$ cat src/rtl/inv_key_expand_if.sv
// Round-key stream bundle between a controller (master) and the reverse
// AES-128 key schedule (slave).
interface inv_key_expand_if;
    logic         start;
    logic [127:0] key_in;
    logic         busy;
    logic         rk_valid;
    logic         rk_ready;
    logic [127:0] rk_out;
    logic [3:0]   rk_round;
    logic         rk_last;

    modport master (
        output start, key_in, rk_ready,
        input  busy, rk_valid, rk_out, rk_round, rk_last
    );

    modport slave (
        input  start, key_in, rk_ready,
        output busy, rk_valid, rk_out, rk_round, rk_last
    );
endinterface

$ cat src/rtl/inv_key_expand.sv
// Reverse AES-128 key schedule: loaded with the round-10 key, streams round
// keys 10 down to 0, one per accepted handshake.

module aes_sbox (
    input  logic [7:0] a,
    output logic [7:0] s
);
    function automatic logic [7:0] gf_mul(input logic [7:0] x, input logic [7:0] y);
        logic [7:0] p;
        logic [7:0] xx;
        p  = 8'h00;
        xx = x;
        for (int i = 0; i < 8; i++) begin
            if (y[i]) p = p ^ xx;
            xx = {xx[6:0], 1'b0} ^ (xx[7] ? 8'h1b : 8'h00);
        end
        return p;
    endfunction

    logic [7:0] x2, x3, x6, x12, x15, x30, x60, x120, x240, x252, inv;

    // Multiplicative inverse as a^254 (maps 0 to 0 as the S-box requires).
    assign x2   = gf_mul(a, a);
    assign x3   = gf_mul(x2, a);
    assign x6   = gf_mul(x3, x3);
    assign x12  = gf_mul(x6, x6);
    assign x15  = gf_mul(x12, x3);
    assign x30  = gf_mul(x15, x15);
    assign x60  = gf_mul(x30, x30);
    assign x120 = gf_mul(x60, x60);
    assign x240 = gf_mul(x120, x120);
    assign x252 = gf_mul(x240, x12);
    assign inv  = gf_mul(x252, x2);

    assign s = inv ^ {inv[6:0], inv[7]} ^ {inv[5:0], inv[7:6]}
             ^ {inv[4:0], inv[7:5]} ^ {inv[3:0], inv[7:4]} ^ 8'h63;
endmodule

module inv_key_expand #(
    parameter int NR = 10
) (
    input  logic              clk,
    input  logic              rst_n,
    inv_key_expand_if.slave   kx
);
    typedef enum logic {IDLE, RUN} state_t;

    localparam logic [3:0] LAST_ROUND = 4'(NR);

    state_t       state_reg, state_next;
    logic [127:0] key_reg, key_next;
    logic [3:0]   round_reg, round_next;

    logic [31:0]  w0, w1, w2, w3;
    logic [31:0]  p0, p1, p2, p3;
    logic [31:0]  rot, sub;
    logic [7:0]   rcon;
    logic [127:0] prev_key;

    assign w0 = key_reg[31:0];
    assign w1 = key_reg[63:32];
    assign w2 = key_reg[95:64];
    assign w3 = key_reg[127:96];

    assign p3  = w3 ^ w2;
    assign p2  = w2 ^ w1;
    assign p1  = w1 ^ w0;
    assign rot = {p3[7:0], p3[31:8]};

    generate
        for (genvar gi = 0; gi < 4; gi++) begin : g_subword
            aes_sbox u_sbox (
                .a (rot[8*gi +: 8]),
                .s (sub[8*gi +: 8])
            );
        end
    endgenerate

    always_comb begin
        rcon = 8'h00;
        case (round_reg)
            4'd1:    rcon = 8'h01;
            4'd2:    rcon = 8'h02;
            4'd3:    rcon = 8'h04;
            4'd4:    rcon = 8'h08;
            4'd5:    rcon = 8'h10;
            4'd6:    rcon = 8'h20;
            4'd7:    rcon = 8'h40;
            4'd8:    rcon = 8'h80;
            4'd9:    rcon = 8'h1b;
            4'd10:   rcon = 8'h36;
            default: rcon = 8'h00;
        endcase
    end

    assign p0       = w0 ^ sub ^ {24'h000000, rcon};
    assign prev_key = {p3, p2, p1, p0};

    always_ff @(posedge clk or negedge rst_n) begin
        if (!rst_n) begin
            state_reg <= IDLE;
            key_reg   <= '0;
            round_reg <= '0;
        end else begin
            state_reg <= state_next;
            key_reg   <= key_next;
            round_reg <= round_next;
        end
    end

    always_comb begin
        state_next = state_reg;
        key_next   = key_reg;
        round_next = round_reg;
        case (state_reg)
            IDLE: begin
                if (kx.start) begin
                    key_next   = kx.key_in;
                    round_next = LAST_ROUND;
                    state_next = RUN;
                end
            end
            RUN: begin
                // start is deliberately ignored here, even on the final handshake.
                if (kx.rk_ready) begin
                    if (round_reg == 4'd0) begin
                        state_next = IDLE;
                    end else begin
                        key_next   = prev_key;
                        round_next = round_reg - 4'd1;
                    end
                end
            end
            default: state_next = IDLE;
        endcase
    end

    assign kx.busy     = (state_reg == RUN);
    assign kx.rk_valid = (state_reg == RUN);
    assign kx.rk_out   = key_reg;
    assign kx.rk_round = round_reg;
    assign kx.rk_last  = (state_reg == RUN) && (round_reg == 4'd0);
endmodule

$ cat src/flat_wrapper.sv
// flat-port wrapper written by rule: the top's interface ports become plain ports
module inv_key_expand_flat 
#(
    parameter int NR = 10
)
  (clk, rst_n, kx_start, kx_key_in, kx_rk_ready, kx_busy, kx_rk_valid, kx_rk_out, kx_rk_round, kx_rk_last);
  inv_key_expand_if kx_i ();
  input  logic clk;
  input  logic rst_n;
  input wire logic [$bits(kx_i.start)-1:0] kx_start;
  input wire logic [$bits(kx_i.key_in)-1:0] kx_key_in;
  input wire logic [$bits(kx_i.rk_ready)-1:0] kx_rk_ready;
  output wire logic [$bits(kx_i.busy)-1:0] kx_busy;
  output wire logic [$bits(kx_i.rk_valid)-1:0] kx_rk_valid;
  output wire logic [$bits(kx_i.rk_out)-1:0] kx_rk_out;
  output wire logic [$bits(kx_i.rk_round)-1:0] kx_rk_round;
  output wire logic [$bits(kx_i.rk_last)-1:0] kx_rk_last;
  assign kx_i.start = kx_start;
  assign kx_i.key_in = kx_key_in;
  assign kx_i.rk_ready = kx_rk_ready;
  assign kx_busy = kx_i.busy;
  assign kx_rk_valid = kx_i.rk_valid;
  assign kx_rk_out = kx_i.rk_out;
  assign kx_rk_round = kx_i.rk_round;
  assign kx_rk_last = kx_i.rk_last;
  inv_key_expand #(.NR(NR)) u_core (.clk(clk), .rst_n(rst_n), .kx(kx_i));
endmodule
$ cat config.mk
export PLATFORM = sky130hd
export DESIGN_NAME = inv_key_expand_flat
export DESIGN_NICKNAME = d
export VERILOG_FILES = /design/src/rtl/inv_key_expand_if.sv /design/src/rtl/inv_key_expand.sv /design/src/flat_wrapper.sv
export SDC_FILE = /design/constraint.sdc
export NUM_CORES = 2
export LEC_CHECK = 0
export CORE_MARGIN = 2
export CORE_UTILIZATION = 64
export DETAILED_ROUTE_END_ITERATION = 8
export GPL_TIMING_DRIVEN = 0
export PLACE_DENSITY_LB_ADDON = 0.05
export SLEW_MARGIN = 40
export SYNTH_ARGS = -nofsm -noshare
export SYNTH_HDL_FRONTEND = slang
export SYNTH_HIERARCHICAL = 1
export SYNTH_SLANG_ARGS = --single-unit
export TNS_END_PERCENT = 1
$ cat constraint.sdc
create_clock -name clk -period 26.4 [get_ports clk]
set_input_delay 5.28 -clock clk [delete_from_list [all_inputs] [get_ports clk]]
set_output_delay 5.28 -clock clk [all_outputs]
set_load 0.05 [all_outputs]
==> impl_metrics.env <==
export IMPL_status="completed"
export IMPL_grt_first_pass_wirelength_um=249000
export IMPL_crit_path_top_delay_cell="xnor2_1"
export IMPL_startpoint_type="flop"
export IMPL_numCtsBuffers=17
export IMPL_synthCells=6332
export IMPL_die_h_um=288
export IMPL_syn_to_final_growth_pct=9.78
export IMPL_r2r_slack_ns=3.57
export IMPL_hpwl_um=122000
export IMPL_design_portCount=267
export IMPL_min_period_ns=22.83
export IMPL_clk_pin_slew_ns=0.07
export IMPL_ys_top_cells_by_area="xnor2_1 (19%), xnor3_1 (10%), dfrtp_1 (6.5%)"
export IMPL_grt_overflow_total=0
export IMPL_synthFlopType="dfrtp_1"
export IMPL_crit_top_cell="xnor2_1"
export IMPL_postCtsSetupBuffers=0
export IMPL_critPathTopFamily="XOR/XNOR gates"
export IMPL_critical_path_max_stage_delay_ns=0.67
export IMPL_holdPathEnd="u_core/kx.rk_out[41]"
export IMPL_placed_cell_area_mm2=0.0556
export IMPL_path_max_fanout=10
export IMPL_yosysMostFrequentCell="xnor2_1"
export IMPL_cts_tree="done"
export IMPL_synth_compound_area_share_pct=18.6
export IMPL_slew_viol_final=0
export IMPL_met3_length_um=13500
export IMPL_wl_met2_um=72300
export IMPL_synth_yosys_seq_area_share_pct=6.47
export IMPL_hold_depth=2
export IMPL_drive_above_1_share_pct=9.95
export IMPL_rsz0062_at_grt="false"
export IMPL_ctsHoldBuffers=0
export IMPL_antenna_found_initial=20
export IMPL_yosys_top_cells_count="xnor2_1 (1095), nor2_1 (630), nand2_1 (535)"
export IMPL_die_area_mm2=0.0827
export IMPL_synth_top_family_by_area="XOR/XNOR gates"
export IMPL_portBuffers=266
export IMPL_synth_top_area_share_pct=18.6
export IMPL_hold_class="flop to flop"
export IMPL_worstSkewPairLatency_ns=0.43
export IMPL_fin_tns_setup_ns=0
export IMPL_cts_buffer_depth=2
export IMPL_cp_data_arrival_time_ns=23.15
export IMPL_crit_required_ns=26.72
export IMPL_synth_simple_area_share_pct=19.2
export IMPL_synth_cell_types=102
export IMPL_cts_root_buf="clkbuf_16"
export IMPL_final_setup_skew_ns=0.0152
export IMPL_synthesis_nets=6497
export IMPL_placed_cells=7650
export IMPL_fillerInstances=6544
export IMPL_stdcell_area_mm2=0.0565
export IMPL_avgSynthCellArea_um2=8.12
export IMPL_fin_nets=6784
export IMPL_grt_max_degree=47
export IMPL_drtIter0Drc=5532
export IMPL_initial_core_util_pct=64.9
export IMPL_seqCellArea_mm2=0.00333
export IMPL_worst_setup_path_end_kind="flop"
export IMPL_yosys_warnings=6
export IMPL_multi_input_area_mm2=0.0459
export IMPL_grt_pass1_vias=45300
export IMPL_crit_type="flop to flop"
export IMPL_fp_dieW_um=288
export IMPL_yosys_area_top_type="xnor2_1"
export IMPL_async_flop_share_pct=100
export IMPL_slew_headroom_pct=38.1
export IMPL_routed_wl_um=158000
export IMPL_synth_fa_ha_area_share_pct=0.803
export IMPL_reg2reg_depth=75
export IMPL_fin_cells=7699
export IMPL_post_route_period_util_pct=86.5
export IMPL_holdCritStartpoint="u_core/kx.rk_out[41]"
export IMPL_gp_congestion=0.980
export IMPL_core_area_mm2=0.0793
export IMPL_final_setup_viol_count=0
export IMPL_reg2reg_from="u_core/kx.rk_out[111]"
export IMPL_htree_levels=4
export IMPL_final_util_pct=71.3
export IMPL_cts_resized=0
export IMPL_crit_buf_inv=15
export IMPL_drv_cap=0
export IMPL_ant_nets=0
export IMPL_wire_per_inst_um=20.6
export IMPL_via_count=48900
export IMPL_synthMuxAreaShare_pct=3.97
export IMPL_synth_seq_cells=133
export IMPL_synth_xor_area_share_pct=46.1
export IMPL_tightest_slew_ns=0.925
export IMPL_r2r_end="u_core/kx.rk_out[4]"
export IMPL_fmax_ghz=0.0438
export IMPL_drc_errors=0
export IMPL_wl_met1_um=66300
export IMPL_routed_via_density=6.35
export IMPL_final_hold_viol_count=0
export IMPL_synth_cell_area_mm2=0.0514
export IMPL_grt_usage_pct=36.8
export IMPL_maxUsedRoutingLayer="met5"
export IMPL_clock_sinks=133
export IMPL_fp_row_count=103
export IMPL_synth_edf_count=0
export IMPL_first_pass_iters=6
-- cells by family after synthesis --
kind of cell / count (synthesis)
fa+ha+maj: 33
simple gates: 2063
buf+inv: 559
flops: 133
compound gates: 1376
xor+xnor: 1970
mux: 198
-- state kept, by name (all words and copies together) (netlist names) --
name and flops:
u_core/kx.rk_round 4, u_core/kx.rk_out 128, u_core/kx.busy 1
-- worst reg2reg max path, delay by kind of cell (launching register included) --
kind / cells / cell delay [ns]
xor gates and xnor gates: 32 / 12.24
AOI/OAI and AO/OA: 7 / 2.02
DFF: 1 / 0.49
adders and majority gates: 7 / 2.18
and+or+nand+nor: 12 / 1.47
muxes: 2 / 0.54
buffers and inverters: 15 / 3.74
-- cells in the final DEF, fill, tap and decap left out, drive strengths merged, types with 17 or more instances in the layout --
master         Yosys  layout
a21o              44      44
nor3b             28      28
nand2            543     543
a221oi            24      24
a211oi            76      76
and2              48      48
a311oi            26      26
xnor3            264     264
nor3             168     168
nand4             25      25
mux2              38      38
and3              66      66
nor4             114     114
o21ai            299     299
buf              209     212
inv              176     179
a31oi             49      49
o211ai            56      56
nor2b             59      59
xnor2           1223    1223
clkbuf           174     192
a2bb2oi           20      20
or3               55      55
a22oi            107     107
clkdlybuf4s50      0     265
diode              0      17
mux2i            160     160
nand3b            36      36
nor2             655     655
dfrtp            133     133
a21oi            339     339
nand2b            68      68
o221a             31      31
xor3              68      68
xor2             415     415
ha                33      33
nand3            123     123
o22ai             84      84
-- layout make-up --
cell class | instances | share of cell area [%]
Multi-Input combinational cell | 5640 | 81.3
Sequential cell | 133 | 5.89
Timing Repair Buffer | 268 | 4.82
Buffer | 383 | 3.25
Tap cell | 1050 | 2.33
Inverter | 176 | 1.17
Clock buffer | 18 | 0.760
Clock inverter | 14 | 0.399
Antenna cell | 17 | 0.0753
-- stage by stage --
stage,worst slack (ns),hold slack [ns]
CTS,3.46,0.588
global placement,3.93,0.562
floorplan,7.63,0.830
detailed placement,3.67,0.574
finish,3.57,0.588
global route,2.21,0.640
-- routing by layer --
layer	GRT usage (%)	vias up
li1	-	22900
met1	50.8	23100
met2	58.6	2486
met3	4.58	387
met4	14.7	4
met5	0	-
-- worst max path at each step --
stage / cells past startpoint / start / end / slack [ns]
finish: 75 / u_core/kx.rk_out[111] / u_core/kx.rk_out[4] / 3.57
CTS: 73 / u_core/kx.rk_out[72] / u_core/kx.rk_out[4] / 3.46
floorplan: 71 / u_core/kx.rk_out[72] / u_core/kx.rk_out[4] / 7.63
global route: 75 / u_core/kx.rk_out[72] / u_core/kx.rk_out[4] / 2.21
detailed placement: 73 / u_core/kx.rk_out[72] / u_core/kx.rk_out[2] / 3.67
global placement: 71 / u_core/kx.rk_out[88] / u_core/kx.rk_out[23] / 3.93
Power is not shown: default switching activity piles up to over one toggle a cycle in this logic, so the estimate is an artifact.
